## src/rtl/red_centroid_tracker.sv

```systemverilog
// Red-pixel classifier, per-frame accumulator and sequential centroid divider.
// Optional macro CENTROID_Y_EN enables the Y sum and the second divide pass.
module red_centroid_tracker #(
  parameter int IMG_WIDTH  = 320,
  parameter int IMG_HEIGHT = 240,
  parameter int DEADBAND   = 20
) (
  input  logic        clk,
  input  logic        reset,
  input  logic [11:0] pixel,
  input  logic        pixel_valid,
  input  logic        sop,
  input  logic        eop,
  input  logic [3:0]  red_min,
  input  logic [3:0]  other_max,
  input  logic [16:0] min_pixels,
  output logic [16:0] red_count,
  output logic [8:0]  centroid_x,
  output logic [7:0]  centroid_y,
  output logic [1:0]  steer,
  output logic        result_valid,
  output logic        overrun,
  output logic        busy
);
  localparam int CW = 17;
  localparam int SW = 25;
  localparam int XW = 9;
  localparam int YW = 8;
  localparam int LEFT_LIM  = IMG_WIDTH / 2 - DEADBAND;
  localparam int RIGHT_LIM = IMG_WIDTH / 2 + DEADBAND;
  localparam logic [XW-1:0] X_LAST = XW'(IMG_WIDTH - 1);
  localparam logic [YW-1:0] Y_LAST = YW'(IMG_HEIGHT - 1);

  typedef enum logic [1:0] {D_IDLE, D_X, D_Y, D_OUT} dstate_t;

  function automatic logic is_red(input logic [11:0] p, input logic [3:0] rmin,
                                  input logic [3:0] omax);
    return (p[11:8] >= rmin) && (p[7:4] < omax) && (p[3:0] < omax);
  endfunction

  function automatic logic [YW-1:0] y_step(input logic [YW-1:0] yv);
    return (yv == Y_LAST) ? yv : yv + 1'b1;
  endfunction

  function automatic logic [1:0] steer_of(input logic [CW-1:0] cnt, input logic [CW-1:0] minp,
                                          input logic [XW-1:0] cx);
    int cxi;
    cxi = int'(cx);
    if (cnt < minp)      return 2'b00;
    if (cxi < LEFT_LIM)  return 2'b01;
    if (cxi > RIGHT_LIM) return 2'b11;
    return 2'b10;
  endfunction

  dstate_t       state;
  logic [4:0]    iter;
  logic          frame_active, accept, red_hit, start;
  logic [XW-1:0] x, px;
  logic [YW-1:0] y, py;
  logic [CW-1:0] cnt, cnt_nxt, sh_cnt;
  logic [SW-1:0] sum_x, sx_nxt;
  logic [SW-1:0] rem, q, rem_nxt, q_nxt;
  logic [SW:0]   trial;
  logic          take;
  logic [XW-1:0] cx_res;
`ifdef CENTROID_Y_EN
  logic [SW-1:0] sum_y, sy_nxt, sh_sy;
  logic [XW-1:0] qx;
  logic [YW-1:0] cy_res, cy_q;
`endif

  // Accumulation stage: position of the current beat and running totals
  always_comb begin
    accept  = pixel_valid && (frame_active || sop);
    red_hit = is_red(pixel, red_min, other_max);
    px      = sop ? '0 : x;
    py      = sop ? '0 : y;
    cnt_nxt = (sop ? '0 : cnt) + CW'(red_hit);
    sx_nxt  = (sop ? '0 : sum_x) + (red_hit ? SW'(px) : '0);
`ifdef CENTROID_Y_EN
    sy_nxt  = (sop ? '0 : sum_y) + (red_hit ? SW'(py) : '0);
`endif
    start   = accept && eop && (state == D_IDLE);
  end

  always_ff @(posedge clk) begin
    if (reset) begin
      frame_active <= 1'b0;
      x <= '0;
      y <= '0;
      cnt <= '0;
      sum_x <= '0;
      sh_cnt <= '0;
      overrun <= 1'b0;
`ifdef CENTROID_Y_EN
      sum_y <= '0;
      sh_sy <= '0;
`endif
    end else if (accept) begin
      x <= (px == X_LAST) ? '0 : px + 1'b1;
      y <= (px == X_LAST) ? y_step(py) : py;
      if (eop) begin
        frame_active <= 1'b0;
        cnt <= '0;
        sum_x <= '0;
`ifdef CENTROID_Y_EN
        sum_y <= '0;
`endif
        // A frame finishing while the divider is busy is dropped wholesale
        if (state == D_IDLE) begin
          sh_cnt <= cnt_nxt;
`ifdef CENTROID_Y_EN
          sh_sy <= sy_nxt;
`endif
        end else begin
          overrun <= 1'b1;
        end
      end else begin
        frame_active <= 1'b1;
        cnt <= cnt_nxt;
        sum_x <= sx_nxt;
`ifdef CENTROID_Y_EN
        sum_y <= sy_nxt;
`endif
      end
    end
  end

  // Divide stage: one restoring step per cycle, dividend shifted out of q
  always_comb begin
    trial   = {rem, q[SW-1]};
    take    = trial >= (SW+1)'(sh_cnt);
    rem_nxt = take ? SW'(trial - (SW+1)'(sh_cnt)) : SW'(trial);
    q_nxt   = {q[SW-2:0], take};
`ifdef CENTROID_Y_EN
    cx_res  = (sh_cnt == '0) ? '0 : qx;
    cy_res  = (sh_cnt == '0) ? '0 : q_nxt[YW-1:0];
`else
    cx_res  = (sh_cnt == '0) ? '0 : q_nxt[XW-1:0];
`endif
  end

  always_ff @(posedge clk) begin
    if (reset) begin
      state <= D_IDLE;
      iter <= '0;
      rem <= '0;
      q <= '0;
      busy <= 1'b0;
      result_valid <= 1'b0;
      red_count <= '0;
      centroid_x <= '0;
      steer <= 2'b00;
`ifdef CENTROID_Y_EN
      qx <= '0;
      cy_q <= '0;
`endif
    end else begin
      result_valid <= 1'b0;
      case (state)
        D_IDLE: begin
          if (start) begin
            state <= D_X;
            busy <= 1'b1;
            iter <= '0;
            rem <= '0;
            q <= sx_nxt;
          end
        end
        D_X: begin
          rem <= rem_nxt;
          q <= q_nxt;
          iter <= iter + 5'd1;
          if (iter == 5'd24) begin
            iter <= '0;
            rem <= '0;
`ifdef CENTROID_Y_EN
            qx <= q_nxt[XW-1:0];
            q <= sh_sy;
            state <= D_Y;
`else
            state <= D_OUT;
            result_valid <= 1'b1;
            red_count <= sh_cnt;
            centroid_x <= cx_res;
            steer <= steer_of(sh_cnt, min_pixels, cx_res);
`endif
          end
        end
`ifdef CENTROID_Y_EN
        D_Y: begin
          rem <= rem_nxt;
          q <= q_nxt;
          iter <= iter + 5'd1;
          if (iter == 5'd24) begin
            iter <= '0;
            state <= D_OUT;
            result_valid <= 1'b1;
            red_count <= sh_cnt;
            centroid_x <= cx_res;
            cy_q <= cy_res;
            steer <= steer_of(sh_cnt, min_pixels, cx_res);
          end
        end
`endif
        D_OUT: begin
          state <= D_IDLE;
          busy <= 1'b0;
        end
        default: state <= D_IDLE;
      endcase
    end
  end

`ifdef CENTROID_Y_EN
  assign centroid_y = cy_q;
`else
  assign centroid_y = '0;
`endif
endmodule

```

## config.mk

```make
export PLATFORM = sky130hd
export DESIGN_NAME = red_centroid_tracker
export DESIGN_NICKNAME = d
export VERILOG_FILES = /design/src/rtl/red_centroid_tracker.sv
export SDC_FILE = /design/constraint.sdc
export NUM_CORES = 1
export LEC_CHECK = 0
export BUFFER_PORTS_ARGS = -buffer_cell sky130_fd_sc_hd__buf_2
export CAP_MARGIN = 20
export CORE_UTILIZATION = 45
export CTS_CLUSTER_SIZE = 10
export DETAILED_ROUTE_END_ITERATION = 6
export PLACE_DENSITY = 0.65
export SLEW_MARGIN = 40
export SYNTH_ARGS = -nofsm -noshare
export SYNTH_HDL_FRONTEND = slang
export SYNTH_SLANG_ARGS = --single-unit
export TNS_END_PERCENT = 20
```

## constraint.sdc

```tcl
create_clock -name clk -period 3.77 [get_ports clk]
set_clock_uncertainty 0.1 [all_clocks]
set_input_delay 0.5655 -clock clk [delete_from_list [all_inputs] [get_ports clk]]
set_output_delay 0.5655 -clock clk [all_outputs]
set_load 0.1 [all_outputs]
```

; Yosys cells after proc, flatten, opt, wreduce, memory -nomap -nowiden
; Index checks and enable logic that the tools add are counted.
[word_totals]
reg_bits = 157
latch_bits = 0
ram_bits = 0
mem_bits_ro = 0
input_bits = 42
output_inout_bits = 39
n_memories = 0
[op_classes]
add_sub_neg = 5
multipliers = 0
div = 0
magnitude_cmp = 7
n_eq_ne = 6
shifts = 0
muxes = 45
bitwise = 2
n_reduce_logical = 17
[op_table]
columns = op, n
row1 = 2-to-1 mux 25 bit, 6
row2 = one-hot mux 25 bit (2 select lines), 2
row3 = 2-to-1 mux 9 bit, 4
row4 = 2-to-1 mux 17 bit, 2
row5 = >= comparator 26 x 17 -> 1 bit, 1
row6 = adder 25 x 9 -> 25 bit, 1
row7 = subtractor 25 x 17 -> 25 bit, 1
row8 = 2-to-1 mux 1 bit, 18
row9 = adder 17 x 1 -> 17 bit, 1
row10 = logical NOT 17 bit, 1
row11 = < comparator 17 bit, 1
row12 = 2-to-1 mux 2 bit, 8
row13 = 2-to-1 mux 5 bit, 2
row14 = one-hot mux 5 bit (2 select lines), 1
row15 = "adder 9 x 1 -> 9 bit, second input constant", 1
row16 = "equality test 9 bit, second input constant", 1
row17 = "> comparator 9 x 8 -> 1 bit, second input constant", 1
row18 = "< comparator 9 x 8 -> 1 bit, second input constant", 1
row19 = < comparator 4 bit, 2
row20 = AND reduction 2 bit, 4
row21 = AND reduction 3 bit, 2
row22 = "adder 5 x 1 -> 5 bit, second input constant", 1
row23 = "equality test 5 bit, second input constant", 1
row24 = logical AND 1 bit, 5
row25 = 11 further kinds, 14

; Longest topological paths before layout
[depth]
depth_word = 17
ltp_mapped = 18
depth_no_buf = 17

; Least setup slack after synthesis
; OpenSTA, ideal clock, no wires.
[synth_path]
kind = input to register
startpoint = input port pixel[8]
endpoint = register q[12]
t_arrival_ns = 3.671
path_slack_ns = -0.138
stages = 18
path_buffers = 1
cell_sequence = inv_1 > ha_1 > nand2b_1 > a21o_1 > a21oi_1 > nor2b_1 > o2111ai_1 > nor2_1 > ha_1 > fa_1 > a21o_1 > a21oi_1 > o21ai_0 > a31o_2 > clkbuf_1 > and2_1 > nand3_1 > o221ai_1
[synth_between]
elab_chain_cells = 7
[synth_rtl]
columns = element, line_no
row1 = "start, declared", 10  ; input logic [11:0] pixel,
row2 = >= comparator 4 bit, 38  ; return (p[11:8] >= rmin) && (p[7:4] < omax) && (p[3:0] < omax);
row3 = logical AND 1 bit (2 in series), 38
row4 = 2-to-1 mux 9 bit, 79  ; sx_nxt = (sop ? '0 : sum_x) + (red_hit ? SW'(px) : '0);
row5 = adder 25 x 9 -> 25 bit, 79
row6 = 2-to-1 mux 25 bit, 162  ; if (start) begin
row7 = one-hot mux 25 bit (2 select lines), 160  ; case (state)
row8 = "end signal, assigned", 167  ; q <= sx_nxt;
row9 = "end signal, assigned", 172  ; q <= q_nxt;
row10 = "end, declared", 62  ; logic [SW-1:0] rem, q, rem_nxt, q_nxt;
; No other way between the ends. The select of a mux whose other input is x is not followed.
; A chain may end at the register's enable or synchronous reset.

; Worst setup path in the final report
[layout_path]
startpoint = input port other_max[1]
endpoint = register sum_x[21]
[layout_between]
elab_chain_cells = 6
[layout_rtl]
columns = element, line_no
row1 = "start, declared", 15  ; input logic [3:0] other_max,
row2 = < comparator 4 bit, 38
row3 = logical AND 1 bit, 38
row4 = logical AND 1 bit *, 38
row5 = 2-to-1 mux 9 bit *, 79
row6 = adder 25 x 9 -> 25 bit *, 79
row7 = 2-to-1 mux 25 bit *, 102  ; if (eop) begin
row8 = "end signal, assigned", 121  ; sum_x <= sx_nxt;
row9 = "end, declared", 61  ; logic [SW-1:0] sum_x, sx_nxt;
; Mark *: on every way between the ends. The rest lies on a longest branch, timed or not.

==> run summary <==
=================================================================================
Final instance area                                                     10740 um2
Register clock-pin slew on the reported worst setup and hold paths        0.08 ns
Hold Violations, Final                                                          0
First-pass GRT wire length                                               40.63 mm
Highest net fanout along the worst path                                        11
Main synth FF type                                                   sky130_fd_sc_hd__dfxtp_1
Critical path data required time                                          4.02 ns
Slack of the worst reg-to-reg path                                        0.46 ns
Floorplan die width                                                      145.8 um
Worst setup path class                                                  in -> reg
Post-detailed-placement half-perimeter wirelength                        17.77 mm
Final global-route overflow total                                               0
Antenna violations before repair                                                0
Slew at the pin closest to its max-slew limit                           0.7261 ns
Max_cap viols                                                                   0
R2R cell count                                                                  9
Clock H-tree levels                                                             4
Setup repair after global routing missed its margin                          true
Met1 GRT Util                                                              0.3337
Status                                                               complete, but fails checks
Pre-Repair DR Iteration Count                                                   7
Maximum number of pins on one net before global-route repair                   97
Critical path capture point type                                             flop
Share of the clock period used by the worst path after layout              0.9421
Finish-stage setup viols                                                        0
Shortest period the worst path allows                                    3.552 ns
Clock root buffer                                                    sky130_fd_sc_hd__clkbuf_16
Async S/R FF share, synth                                                       0
Layout Nets                                                                  1373
Area of the die                                                         21260 um2
Met2 usage                                                                 0.3624
Clock latency at the later pin of the worst-skew pair                     0.43 ns
Buffers inserted during post-CTS setup optimization                             0
CTS tree                                                                     done
Count of final max-slew check failures                                          0
Initial Utilization                                                        0.4599
Category of the worst setup path launch point                          input port
Global-route track usage on met3                                          0.04138
Arrival time at the worst endpoint                                        3.80 ns
Number of antenna cells inserted                                                0
Cell count after placement                                                   1522
Core Area                                                               20230 um2
Gpl congestion                                                             0.8815
Via/cell ratio                                                              5.649
Number of register bits inferred by synthesis                                 157
Number of synthesized flops with an enable pin                                  0
Peak Freq                                                              0.2815 GHz
Average size of a mapped cell                                           7.775 um2
Capturing element of the worst setup path                            sum_x[21]$_SDFFE_PP0P_
Max transition margin                                                      0.5159
Global routing usage summed across all routing layers                      0.2350
Slack of the critical path                                              0.2181 ns
Final total negative setup slack                                             0 ns
Critical Path Start                                                  other_max[1]
I/O pins                                                                       81
Hold crit path type                                                     in -> reg
Startpoint of the worst register-to-register path                    sh_cnt[5]$_SDFFE_PP0P_
Failing checks                                                                DRC
Number of buffers created by CTS                                               17
Routed wire per std cell                                                 16.08 um
Filler instances                                                             1995
Number of global-route vias before repair                                    8104
Die Y-Extent                                                             145.8 um
Leak pwr                                                                 4.363 nW
Number of warnings issued by yosys                                              0
Areal power density over the cells                                   483.9 nW/um2
Proportion of layout cells with a drive suffix above 1                     0.1385
Count of nets left with antenna violations after detail routing                 0
Total via count in the routed design                                         8784
Area post-placement                                                     10110 um2
Synthesized cell area                                                    9306 um2
Core Rows                                                                      52
Worst slack, placed                                                    -0.4185 ns
End of the worst register-to-register path                           rem[23]$_SDFFE_PP0P_
Post-detailed-route DRC marker count                                            8
Unique cell type count in the Yosys netlist                                    74
Global route hottest layer                                                   met2
Count of input and output buffers                                              72
Total length of routed wires                                             25.01 mm
Maximum VDD drop                                                         345.5 uV
Post-synthesis sequential area ratio                                       0.3377
Number of instances in the synthesized netlist                               1197
Number of DRC markers after the initial detailed-route iteration              657
Non-filler cells, final                                                      1555
Worst-case clock buffer depth                                                   2
Area overhead of the layout relative to synthesis                          15.38%
CTS sink count                                                                157
=================================================================================
==> where the power goes <==
group          total [W]  switching (W)  internal [W]
Combinational    0.00173        0.00110      0.000634
Clock            0.00168       0.000797      0.000882
Sequential       0.00179      0.0000665       0.00172
==> cell type report <==
class / count / area, um2 / area share
Sequential cell: 157 / 3143 / 0.2927
Timing Repair Buffer: 125 / 777.0 / 0.07236
Clock inverter: 14 / 151.4 / 0.01410
Clock buffer: 18 / 429.2 / 0.03997
Tap cell: 270 / 337.8 / 0.03146
Multi-Input combinational cell: 911 / 5674 / 0.5284
Inverter: 60 / 225.2 / 0.02097
==> per-layer routing <==
metal	vias to the layer above	share of wire
met5	-	0
met4	0	0.015
met2	216	0.44
met3	29	0.053
met1	4098	0.49
li1	4441	-
==> cells by family after synthesis <==
family                     Yosys count  synth area share
and+or+nand+nor                    440            0.2294
AOI/OAI and AO/OA                  349            0.2369
DFF                                157            0.3377
buffers and inverters              137           0.06292
adders and majority gates           59           0.08094
xor gates and xnor gates            47           0.04423
muxes                                7          0.007529
other                                1         0.0004029
==> worst min path at each step <==
stage	start	end	slack (ns)	cells after the start
global route	pixel_valid	frame_active$_SDFFE_PP0P_	0.29	2
detailed placement	cnt[0]$_SDFFE_PP0P_	cnt[0]$_SDFFE_PP0P_	0.34	2
CTS	pixel_valid	frame_active$_SDFFE_PP0P_	0.28	2
finish	pixel_valid	frame_active$_SDFFE_PP0P_	0.30	2
floorplan	cnt[0]$_SDFFE_PP0P_	cnt[0]$_SDFFE_PP0P_	0.33	2
global placement	centroid_x[4]$_SDFFE_PP0P_	centroid_x[4]$_SDFFE_PP0P_	0.34	2
==> through the flow <==
| step | power (W) | hold WS [ns] | utilization |
|---|---|---|---|
| after floorplan | 0.003154 | 0.3273 | - |
| after global placement | 0.003534 | 0.3362 | 0.4994 |
| after detailed placement | 0.003535 | 0.3421 | 0.4996 |
| after CTS | 0.005227 | 0.2803 | 0.5283 |
| after global routing | 0.005470 | 0.2875 | 0.5307 |
| final | 0.005196 | 0.2997 | 0.5307 |
==> critical path, stage by stage <==
cell	delay, ns
sky130_fd_sc_hd__buf_2	0.09
sky130_fd_sc_hd__inv_1	0.07
sky130_fd_sc_hd__ha_1	0.23
sky130_fd_sc_hd__a21oi_1	0.12
sky130_fd_sc_hd__nor2b_1	0.05
sky130_fd_sc_hd__o21ai_0	0.27
sky130_fd_sc_hd__o2111ai_4	0.26
sky130_fd_sc_hd__nor2_2	0.23
sky130_fd_sc_hd__and2_1	0.17
sky130_fd_sc_hd__ha_1	0.25
sky130_fd_sc_hd__o21ai_0	0.16
sky130_fd_sc_hd__a21oi_1	0.26
sky130_fd_sc_hd__a41o_4	0.38
sky130_fd_sc_hd__nand4_1	0.13
sky130_fd_sc_hd__or3_1	0.37
sky130_fd_sc_hd__a21oi_1	0.16
==> sequential cells by signal, indices dropped and copies added, names as in the netlist <==
name	count
q	25
rem	25
sum_x	25
cnt	17
red_count	17
sh_cnt	17
centroid_x	9
x	9
iter	5
state	2
steer	2
busy	1
frame_active	1
overrun	1
result_valid	1
==> cells in the final DEF (no fill, tap or decap), drive strengths merged, types with 5 or more instances in the layout <==
master and count:
buf 125, a31oi 14, clkinv 9, mux2i 7, nor4 12, a211oi 12, a222oi 5, o31ai 5
nor3 11, nand2b 12, o21ai 73, conb 8, a21oi 116, clkbuf 18, and2 10, ha 57
nor2b 22, nand3 44, xor2 17, or3 14, a32oi 11, nor2 113, o221ai 6, dfxtp 157
nand2 142, inv 64, o21a 5, a22oi 40, xnor2 30, a21o 14, nand3b 11, nand4 13
and3 16, o22ai 13
==> synth_stat cells, drive strengths merged (13+ instances only) <==
library cell,count,area (um2)
a31oi,14,87.58
dfxtp,157,3143
o21ai,73,365.3
buf,22,152.6
a22oi,40,300.3
nand3,44,232.7
ha,57,713.2
nor2,113,424.2
xnor2,30,262.8
or3,14,87.58
clkbuf,55,207.7
a21o,14,105.1
xor2,17,148.9
nor2b,22,137.6
nand4,13,81.33
inv,58,217.7
nand2,142,533.0
and3,16,105.1
o22ai,13,81.33
a21oi,116,591.8
==> repair_timing <==
item	4_1_cts	5_1_grt
gates resized for setup	0	9
endpoints found under the setup margin	0	31
hold buffers	0	0
(Power assumes the default switching activity.)
